==> src/rtl/inst_mem_writer_if.sv <==
// Loader-side bus of the instruction-memory writer: instruction handshake in, byte-write port and status out.
// master = program loader / debug path, slave = inst_mem_writer.
interface inst_mem_writer_if #(
  parameter int CNT_W = 16
);
  logic             base_load;
  logic [31:0]      base_addr;
  logic             in_valid;
  logic             in_ready;
  logic [47:0]      in_inst;
  logic             in_mode;
  logic             mem_we;
  logic [31:0]      mem_addr;
  logic [7:0]       mem_datain;
  logic [31:0]      wr_ptr;
  logic             busy;
  logic             inst_done;
  logic [CNT_W-1:0] inst_count;

  modport master (
    output base_load, base_addr, in_valid, in_inst, in_mode,
    input  in_ready, mem_we, mem_addr, mem_datain, wr_ptr, busy, inst_done, inst_count
  );

  modport slave (
    input  base_load, base_addr, in_valid, in_inst, in_mode,
    output in_ready, mem_we, mem_addr, mem_datain, wr_ptr, busy, inst_done, inst_count
  );
endinterface

==> src/rtl/inst_mem_writer.sv <==
// Serialises 1..6-byte instructions into byte-wide instruction memory, LSB first; byte 0 appears the cycle after accept.
// in_ready drops while an instruction is mid-write and re-opens on its last byte for zero-bubble back-to-back accepts.
module inst_mem_writer #(
  parameter int CNT_W = 16
) (
  input logic          clk,
  input logic          reset,
  inst_mem_writer_if.slave bus
);

  typedef enum logic {
    IDLE  = 1'b0,
    WRITE = 1'b1
  } state_t;

  state_t           state_q, state_d;
  logic [31:0]      wr_ptr_q, wr_ptr_d;
  logic [CNT_W-1:0] cnt_q, cnt_d;
  logic [47:0]      inst_q, inst_d;
  logic [2:0]       len_q, len_d;
  logic [2:0]       off_q, off_d;
  logic             mem_we_q, mem_we_d;
  logic [31:0]      mem_addr_q, mem_addr_d;
  logic [7:0]       mem_dat_q, mem_dat_d;
  logic             done_q, done_d;

  logic             last;
  logic             in_rdy;
  logic             accept;
  logic [47:0]      inst_shift;

  // Variable-length encoding: byte count is selected by the opcode nibble in byte 0.
  function automatic logic [2:0] var_len(input logic [3:0] op);
    logic [2:0] l;
    case (op)
      4'h0, 4'h1, 4'h9, 4'hD, 4'hE, 4'hF: l = 3'd1;
      4'h2, 4'h6, 4'hA, 4'hB:             l = 3'd2;
      4'h7, 4'h8, 4'hC:                   l = 3'd5;
      default:                            l = 3'd6;
    endcase
    return l;
  endfunction

  always_comb begin
    state_d  = state_q;
    wr_ptr_d = wr_ptr_q;
    cnt_d    = cnt_q;
    inst_d   = inst_q;
    len_d    = len_q;
    off_d    = off_q;

    last   = (state_q == WRITE) && (off_q == (len_q - 3'd1));
    in_rdy = !bus.base_load && ((state_q == IDLE) || last);
    accept = bus.in_valid && in_rdy;

    if (bus.base_load) begin
      // Abandon any partial instruction; the count restarts with the new region.
      state_d  = IDLE;
      wr_ptr_d = bus.base_addr;
      cnt_d    = '0;
      off_d    = 3'd0;
    end else begin
      if (state_q == WRITE) begin
        wr_ptr_d = wr_ptr_q + 32'd1;
        off_d    = off_q + 3'd1;
        if (last) begin
          cnt_d   = cnt_q + {{(CNT_W-1){1'b0}}, 1'b1};
          state_d = IDLE;
        end
      end
      if (accept) begin
        inst_d  = bus.in_inst;
        len_d   = bus.in_mode ? var_len(bus.in_inst[7:4]) : 3'd4;
        off_d   = 3'd0;
        state_d = WRITE;
      end
    end

    // Memory-port outputs are registered from next-state values so they line up with the state they describe.
    inst_shift = inst_d >> {off_d, 3'b000};
    mem_we_d   = (state_d == WRITE);
    mem_addr_d = mem_we_d ? wr_ptr_d : 32'd0;
    mem_dat_d  = mem_we_d ? inst_shift[7:0] : 8'd0;
    done_d     = mem_we_d && (off_d == (len_d - 3'd1));
  end

  always_ff @(posedge clk or posedge reset) begin
    if (reset) begin
      state_q    <= IDLE;
      wr_ptr_q   <= 32'd0;
      cnt_q      <= '0;
      inst_q     <= 48'd0;
      len_q      <= 3'd0;
      off_q      <= 3'd0;
      mem_we_q   <= 1'b0;
      mem_addr_q <= 32'd0;
      mem_dat_q  <= 8'd0;
      done_q     <= 1'b0;
    end else begin
      state_q    <= state_d;
      wr_ptr_q   <= wr_ptr_d;
      cnt_q      <= cnt_d;
      inst_q     <= inst_d;
      len_q      <= len_d;
      off_q      <= off_d;
      mem_we_q   <= mem_we_d;
      mem_addr_q <= mem_addr_d;
      mem_dat_q  <= mem_dat_d;
      done_q     <= done_d;
    end
  end

  assign bus.in_ready   = in_rdy;
  assign bus.mem_we     = mem_we_q;
  assign bus.mem_addr   = mem_addr_q;
  assign bus.mem_datain = mem_dat_q;
  assign bus.wr_ptr     = wr_ptr_q;
  assign bus.busy       = (state_q == WRITE);
  assign bus.inst_done  = done_q;
  assign bus.inst_count = cnt_q;

endmodule

==> src/flat_wrapper.sv <==
// flat-port wrapper written by rule: the top's interface ports become plain ports
module inst_mem_writer_flat 
#(
  parameter int CNT_W = 16
)
  (clk, reset, bus_base_load, bus_base_addr, bus_in_valid, bus_in_inst, bus_in_mode, bus_in_ready, bus_mem_we, bus_mem_addr, bus_mem_datain, bus_wr_ptr, bus_busy, bus_inst_done, bus_inst_count);
  inst_mem_writer_if #(.CNT_W(CNT_W)) bus_i ();
  input logic clk;
  input logic reset;
  input wire logic [$bits(bus_i.base_load)-1:0] bus_base_load;
  input wire logic [$bits(bus_i.base_addr)-1:0] bus_base_addr;
  input wire logic [$bits(bus_i.in_valid)-1:0] bus_in_valid;
  input wire logic [$bits(bus_i.in_inst)-1:0] bus_in_inst;
  input wire logic [$bits(bus_i.in_mode)-1:0] bus_in_mode;
  output wire logic [$bits(bus_i.in_ready)-1:0] bus_in_ready;
  output wire logic [$bits(bus_i.mem_we)-1:0] bus_mem_we;
  output wire logic [$bits(bus_i.mem_addr)-1:0] bus_mem_addr;
  output wire logic [$bits(bus_i.mem_datain)-1:0] bus_mem_datain;
  output wire logic [$bits(bus_i.wr_ptr)-1:0] bus_wr_ptr;
  output wire logic [$bits(bus_i.busy)-1:0] bus_busy;
  output wire logic [$bits(bus_i.inst_done)-1:0] bus_inst_done;
  output wire logic [$bits(bus_i.inst_count)-1:0] bus_inst_count;
  assign bus_i.base_load = bus_base_load;
  assign bus_i.base_addr = bus_base_addr;
  assign bus_i.in_valid = bus_in_valid;
  assign bus_i.in_inst = bus_in_inst;
  assign bus_i.in_mode = bus_in_mode;
  assign bus_in_ready = bus_i.in_ready;
  assign bus_mem_we = bus_i.mem_we;
  assign bus_mem_addr = bus_i.mem_addr;
  assign bus_mem_datain = bus_i.mem_datain;
  assign bus_wr_ptr = bus_i.wr_ptr;
  assign bus_busy = bus_i.busy;
  assign bus_inst_done = bus_i.inst_done;
  assign bus_inst_count = bus_i.inst_count;
  inst_mem_writer #(.CNT_W(CNT_W)) u_core (.clk(clk), .reset(reset), .bus(bus_i));
endmodule
==> config.mk <==
export PLATFORM = sky130hd
export DESIGN_NAME = inst_mem_writer_flat
export DESIGN_NICKNAME = d
export VERILOG_FILES = /design/src/rtl/inst_mem_writer_if.sv /design/src/rtl/inst_mem_writer.sv /design/src/flat_wrapper.sv
export SDC_FILE = /design/constraint.sdc
export NUM_CORES = 1
export LEC_CHECK = 0
export BUFFER_PORTS_ARGS = -buffer_cell sky130_fd_sc_hd__buf_2
export CORE_UTILIZATION = 40
export CTS_BUF_LIST = sky130_fd_sc_hd__clkbuf_16
export CTS_CLUSTER_SIZE = 10
export DETAILED_ROUTE_END_ITERATION = 7
export MAX_ROUTING_LAYER = met4
export PLACE_DENSITY = 0.74
export SETUP_SLACK_MARGIN = 0.1
export SLEW_MARGIN = 5
export SYNTH_ARGS = -nofsm -noshare
export SYNTH_HDL_FRONTEND = slang
export SYNTH_SLANG_ARGS = --single-unit
export TNS_END_PERCENT = 20
==> constraint.sdc <==
create_clock -name clk -period 10.5 [get_ports clk]
set_clock_uncertainty 0.15 [all_clocks]
set_input_delay 0.525 -clock clk [delete_from_list [all_inputs] [get_ports clk]]
set_output_delay 0.525 -clock clk [all_outputs]
set_load 0.05 [all_outputs]
* After elaboration in Yosys (flattened, before gate mapping) *
Memory sizes are Yosys's and may differ from the RTL's.
Cells that the tools add are included.

storage, ports and cells
  bits in registers = 144
  memory bits (read-only) = 48
  input port bits = 85
  output and inout bits = 92
  logic and storage cells = 47
  memories kept = 1

cells by class
  add/subtract/negate cells = 5
  equal/unequal tests = 2
  shifts and indexed selects = 1
  muxes and demuxes = 19
  bitwise gates (word level) = 1
  reduce and logical (&&, ||, !) cells = 9

memories
  memory           words  width  read ports  clocked after memory_dff  wr ports  RTL line               RTL
  (no name shown)  16     3      1           0                         0         inst_mem_writer.sv:35  case (op)

operators with widths
  cell                     count
  $mux W32                 3
  $mux W48                 2
  $mux W16                 3
  $shr A48 B6 Y8           1
  $add A32 B1 Y32 const B  1
  $mux W3                  6
  $add A16 B1 Y16 const B  1
  $mux W8                  1
  $eq A3 B3 Y1             2
  $sub A3 B1 Y3 const B    2
  $logic_and A1 B1 Y1      4
  $mux W1                  4
  $reduce_bool A2 Y1       2
  $add A3 B1 Y3 const B    1
  $reduce_and A2 Y1        1
  $logic_not A1 Y1         1
  $logic_or A1 B1 Y1       1
  $not A1 Y1               1

* Depth between registers and ports, before layout *
  word-level depth = 11
  gate-level depth with buffers = 14
  mapped depth without buffers = 12

* Worst setup path before layout *
Ideal clock, no wire load.

  path type = reg2reg
  start = reg u_core.len_q[0]
  end = reg u_core.done_q, in the netlist u_core.bus.inst_done
  setup time = 0.094 ns
  arrival time = 2.817 ns
  required time = 10.256 ns
  slack = 7.439 ns
  cell stages (with the launch flop) = 15
  path buffers = 3
  clock period less this slack = 3.061 ns
  path through = dfrtp_1 buf_2 inv_1 ha_1 xor2_1 a31oi_1 nor2_1 clkbuf_1 clkbuf_1 a21oi_1 ha_1 inv_1 a21oi_1 a211o_1 a211oi_1

between the ends
  word-level cells in the longest chain between the ends = 11
  elaborated cells between the ends (all ways) = 17
  those cells by class = add/sub: 2; eq/ne: 2; mux: 8; reduce/logical: 5

ends and longest elaborated chain
  item                     RTL line                RTL
  start, declared          inst_mem_writer.sv:20   logic [2:0] len_q, len_d;
  start signal, assigned   inst_mem_writer.sv:104  len_q <= len_d;
  $sub A3 B1 Y3            inst_mem_writer.sv:52   last = (state_q == WRITE) && (off_q == (len_q - 3'd1));
  $eq A3 B3 Y1             inst_mem_writer.sv:52
  $logic_and A1 B1 Y1      inst_mem_writer.sv:52
  $logic_or A1 B1 Y1       inst_mem_writer.sv:53   in_rdy = !bus.base_load && ((state_q == IDLE) || last);
  $logic_and A1 B1 Y1      inst_mem_writer.sv:53
  $logic_and A1 B1 Y1      inst_mem_writer.sv:54   accept = bus.in_valid && in_rdy;
  $mux W3                  inst_mem_writer.sv:71   if (accept) begin
  $mux W3                  inst_mem_writer.sv:56   if (bus.base_load) begin
  $sub A3 B1 Y3            inst_mem_writer.sv:84   done_d = mem_we_d && (off_d == (len_d - 3'd1));
  $eq A3 B3 Y1             inst_mem_writer.sv:84
  $logic_and A1 B1 Y1 *    inst_mem_writer.sv:84
  named net u_core.done_d  inst_mem_writer.sv:25   logic done_q, done_d;
  end signal, assigned     inst_mem_writer.sv:109  done_q <= done_d;
  end, declared            inst_mem_writer.sv:25

The timed path passes the listed nets; every way through them passes the cells marked *.
A chain may end at the register's enable or synchronous reset.

* Worst setup path in the final report *
  start = in bus_base_load
  end = reg u_core.done_q, in the netlist u_core.bus.inst_done

between the ends
  word-level cells in the longest chain between the ends = 8
  elaborated cells between the ends (all ways) = 12
  those cells by class = add/sub: 1; eq/ne: 1; mux: 6; reduce/logical: 4

ends and longest elaborated chain
  item                     RTL line               RTL
  start, declared          flat_wrapper.sv:10     input wire logic [$bits(bus_i.base_load)-1:0] bus_base_load;
  $logic_not A1 Y1         inst_mem_writer.sv:53
  $logic_and A1 B1 Y1      inst_mem_writer.sv:53
  $logic_and A1 B1 Y1      inst_mem_writer.sv:54
  $mux W3                  inst_mem_writer.sv:71
  $mux W3                  inst_mem_writer.sv:56
  $sub A3 B1 Y3            inst_mem_writer.sv:84
  $eq A3 B3 Y1             inst_mem_writer.sv:84
  $logic_and A1 B1 Y1 *    inst_mem_writer.sv:84
  named net u_core.done_d  inst_mem_writer.sv:25

Marked as above.

==> flow_metrics.env <==
export IMPL_htreeDepth=4
export IMPL_antenna_found_initial=1
export IMPL_dieWidth_um=134
export IMPL_dieArea_um2=18000
export IMPL_hp_class="in -> async"
export IMPL_first_pass_iters=5
export IMPL_setup_viol=0
export IMPL_vias=5625
export IMPL_place_congestion=0.871
export IMPL_track_usage_pct=20.7
export IMPL_status="finished clean"
export IMPL_grt_max_degree=76
export IMPL_drv_cap=0
export IMPL_crit_arrival_ns=4.19
export IMPL_yosysSeqAreaShare_pct=51.6
export IMPL_cp_required_ns=10.68
export IMPL_crit_type="in -> reg"
export IMPL_slew_limit_headroom_pct=23.3
export IMPL_clock_latency_ns=0.42
export IMPL_root_buffer="clkbuf_16"
export IMPL_fp_dieH_um=134
export IMPL_yosys_top_cells_count="166 x nand2_1, 144 x dfrtp_1, 41 x mux2_2"
export IMPL_synthDistinctLibCells=52
export IMPL_path_clk_slew_ns=0.06
export IMPL_hold_buffers=0
export IMPL_post_cts_setup_buffer_count=0
export IMPL_final_hold_viol_count=0
export IMPL_yosysMostFrequentCell="nand2_1"
export IMPL_grt_pass1_wl_mm=27.9
export IMPL_power_density_nw_per_um2=192
export IMPL_grt_pass1_vias=5500
export IMPL_finalPower_mw=1.65
export IMPL_synth_edf_count=0
export IMPL_wl_mm=17.4
export IMPL_utilization_pct=51.3
export IMPL_drive_gt1_share_pct=30.8
export IMPL_fmax_mhz=249
export IMPL_synth_area_leaders="dfrtp_1 52%, nand2_1 8.9%, mux2_2 6.6%"
export IMPL_hpwl_mm=12.2
export IMPL_synth_area_um2=6980
export IMPL_final_cell_area_um2=8620
export IMPL_vias_per_cell=5.12
export IMPL_netlist_area_leader_share_pct=51.6
export IMPL_finalCritPeriodShare_pct=38.2
export IMPL_dpl_instance_area_um2=8010
export IMPL_cp_slowest_cell="nor2_4"
export IMPL_placed_cells=1066
export IMPL_start_util_pct=41.5
export IMPL_crit_path_start_kind="primary input"
export IMPL_drtIter0Drc=315
export IMPL_nNetsFinal=955
export IMPL_ys_ff_latch=144
export IMPL_cts_sinks=144
export IMPL_cp_buffers_inverters=3
export IMPL_fp_row_count=47
export IMPL_core_um2=16800
export IMPL_slew_viol_final=0
export IMPL_io_pins=177
export IMPL_ir_worst_vdd_v=0.000115
export IMPL_end_kind="flop"
export IMPL_synthArstFlopShare_pct=100
export IMPL_ys_warn_count=0
export IMPL_synthCells=705
export IMPL_rsz0062_at_grt="no"
export IMPL_synth_avg_cell_area_um2=9.90
export IMPL_final_min_clock_period_ns=4.01
export IMPL_slowest_delay_ns=0.98
export IMPL_cts_made_buffers=17
export IMPL_cts_resized_gates=0
export IMPL_worstPathCellList="buf_2 -> inv_2 -> nand2_1 -> nor2_4 -> and3_1 -> a21oi_1 -> ha_1 -> inv_1 -> a21oi_1 -> a211o_1 -> a211oi_1"
export IMPL_clk_path_buf_depth=2
export IMPL_synth_top_area_cell="dfrtp_1"
export IMPL_drc_errors=0
export IMPL_portBuffers=176
export IMPL_wl_per_cell_um=15.8
export IMPL_synthFlopType="dfrtp_1"
export IMPL_cts_tree="yes"
export IMPL_setup_tns_ns=0
export IMPL_instances_no_fill=1099
export IMPL_crit_family="simple AND/OR/NAND/NOR gates"
export IMPL_area_growth_pct=23.5
export IMPL_syn_nets=795
export IMPL_worst_pin_slew_ns=1.15
export IMPL_cpMostUsedCell="a21oi_1"
export IMPL_grt_remaining_overflow=0
export IMPL_crit_fanout=56
export IMPL_postRouteAntennaNets=0
export IMPL_p_leak_nw=4.23
## report_power, final
group	leakage [nW]	internal [mW]	total [mW]	switching (mW)
logic	2.11	0.118	0.359	0.240
clock network	0.288	0.377	0.620	0.243
registers	1.83	0.623	0.673	0.0500
total	4.23	1.12	1.65	0.533
## final timing paths
kind                                           end  depth (start not counted)        startpoint  slack (ns)
setup / recovery              u_core.bus.inst_done                         11     bus_base_load        6.49
hold / removal             u_core.bus.mem_addr[24]                          2             reset        0.06
setup reg to reg              u_core.bus.inst_done                         12   u_core.len_q[0]        6.71
hold reg to reg                   u_core.inst_q[2]                          2  u_core.inst_q[2]        0.32
max in group asynchronous        u_core.inst_q[31]                          3             reset        8.79
min in group clk                 u_core.inst_q[32]                          3   bus_in_inst[32]        0.14
## worst register-to-register path: cells and delay by family (launching register included)
| family | cells | cell delay (ns) |
|---|---|---|
| xor+xnor | 1 | 0.29 |
| simple gates | 2 | 1.24 |
| fa+ha+maj | 2 | 0.53 |
| flops | 1 | 0.49 |
| buf+inv | 2 | 0.16 |
| compound gates | 5 | 0.85 |
## cells in the final DEF, fill, tap and decap left out, drive strengths merged, types with 2 or more instances in the layout
cell type	count
nand4b	2
nor2b	3
nand2	166
a222oi	2
bufinv	3
a211o	4
nor2	34
and4	4
and2	33
o2bb2ai	3
and3	12
a32o	4
or3	10
mux2	41
nand4	23
o211ai	8
nor3	13
mux2i	6
ha	5
o2111ai	3
o21ai	9
dfrtp	144
a31oi	3
o31ai	2
nand3	19
or2	4
clkinvlp	3
a21o	4
xor2	11
a21oi	14
nor4	11
inv	27
xnor2	36
clkinv	4
clkbuf	17
buf	179
a211oi	3
## cells by family (layout without fill, tap and decap cells)
kind of cell	after synthesis	count (layout)	share of synthesized area, %
AND/OR/NAND/NOR	337	337	23.4
buffers and inverters	60	233	3.51
AO/OA/AOI/OAI	63	63	6.56
flip-flops	144	144	51.6
multiplexers	47	47	7.47
adder cells (fa/ha/maj)	5	5	0.896
other	0	1	0
XOR/XNOR	49	49	6.58
## state kept, by name, summed over array words and instances, names as in the netlist
name,flops
u_core.bus.inst_count,16
u_core.bus.busy,1
u_core.inst_q,48
u_core.len_q,3
u_core.bus.mem_addr,32
u_core.bus.inst_done,1
u_core.bus.mem_datain,8
u_core.off_q,3
u_core.bus.wr_ptr,32
## metrics by stage
step	hold slack, ns	setup slack (ns)
floorplan	0.288	5.96
global placement	0.302	6.17
detailed placement	0.307	6.02
CTS	0.0857	6.44
global route	0.122	6.15
finish	0.0641	6.49
## metal layers
metal	share of wire [%]	global-route usage (%)
met5	0	-
met4	2.3	7.80
met2	47	32.5
met1	45	26.2
met3	5.9	4.35
## final cells by class
| cell class | count | area [µm²] |
|---|---|---|
| multi-input cells | 501 | 3140 |
| repair buffers | 179 | 903 |
| well taps | 220 | 275 |
| clock buffers | 17 | 425 |
| flip-flops and latches | 144 | 3600 |
| fillers | 1587 | 8200 |
| clock inverters | 15 | 184 |
| inverters | 22 | 87.6 |
| diodes | 1 | 2.50 |
Note: power is estimated with default switching activity, not from simulation.
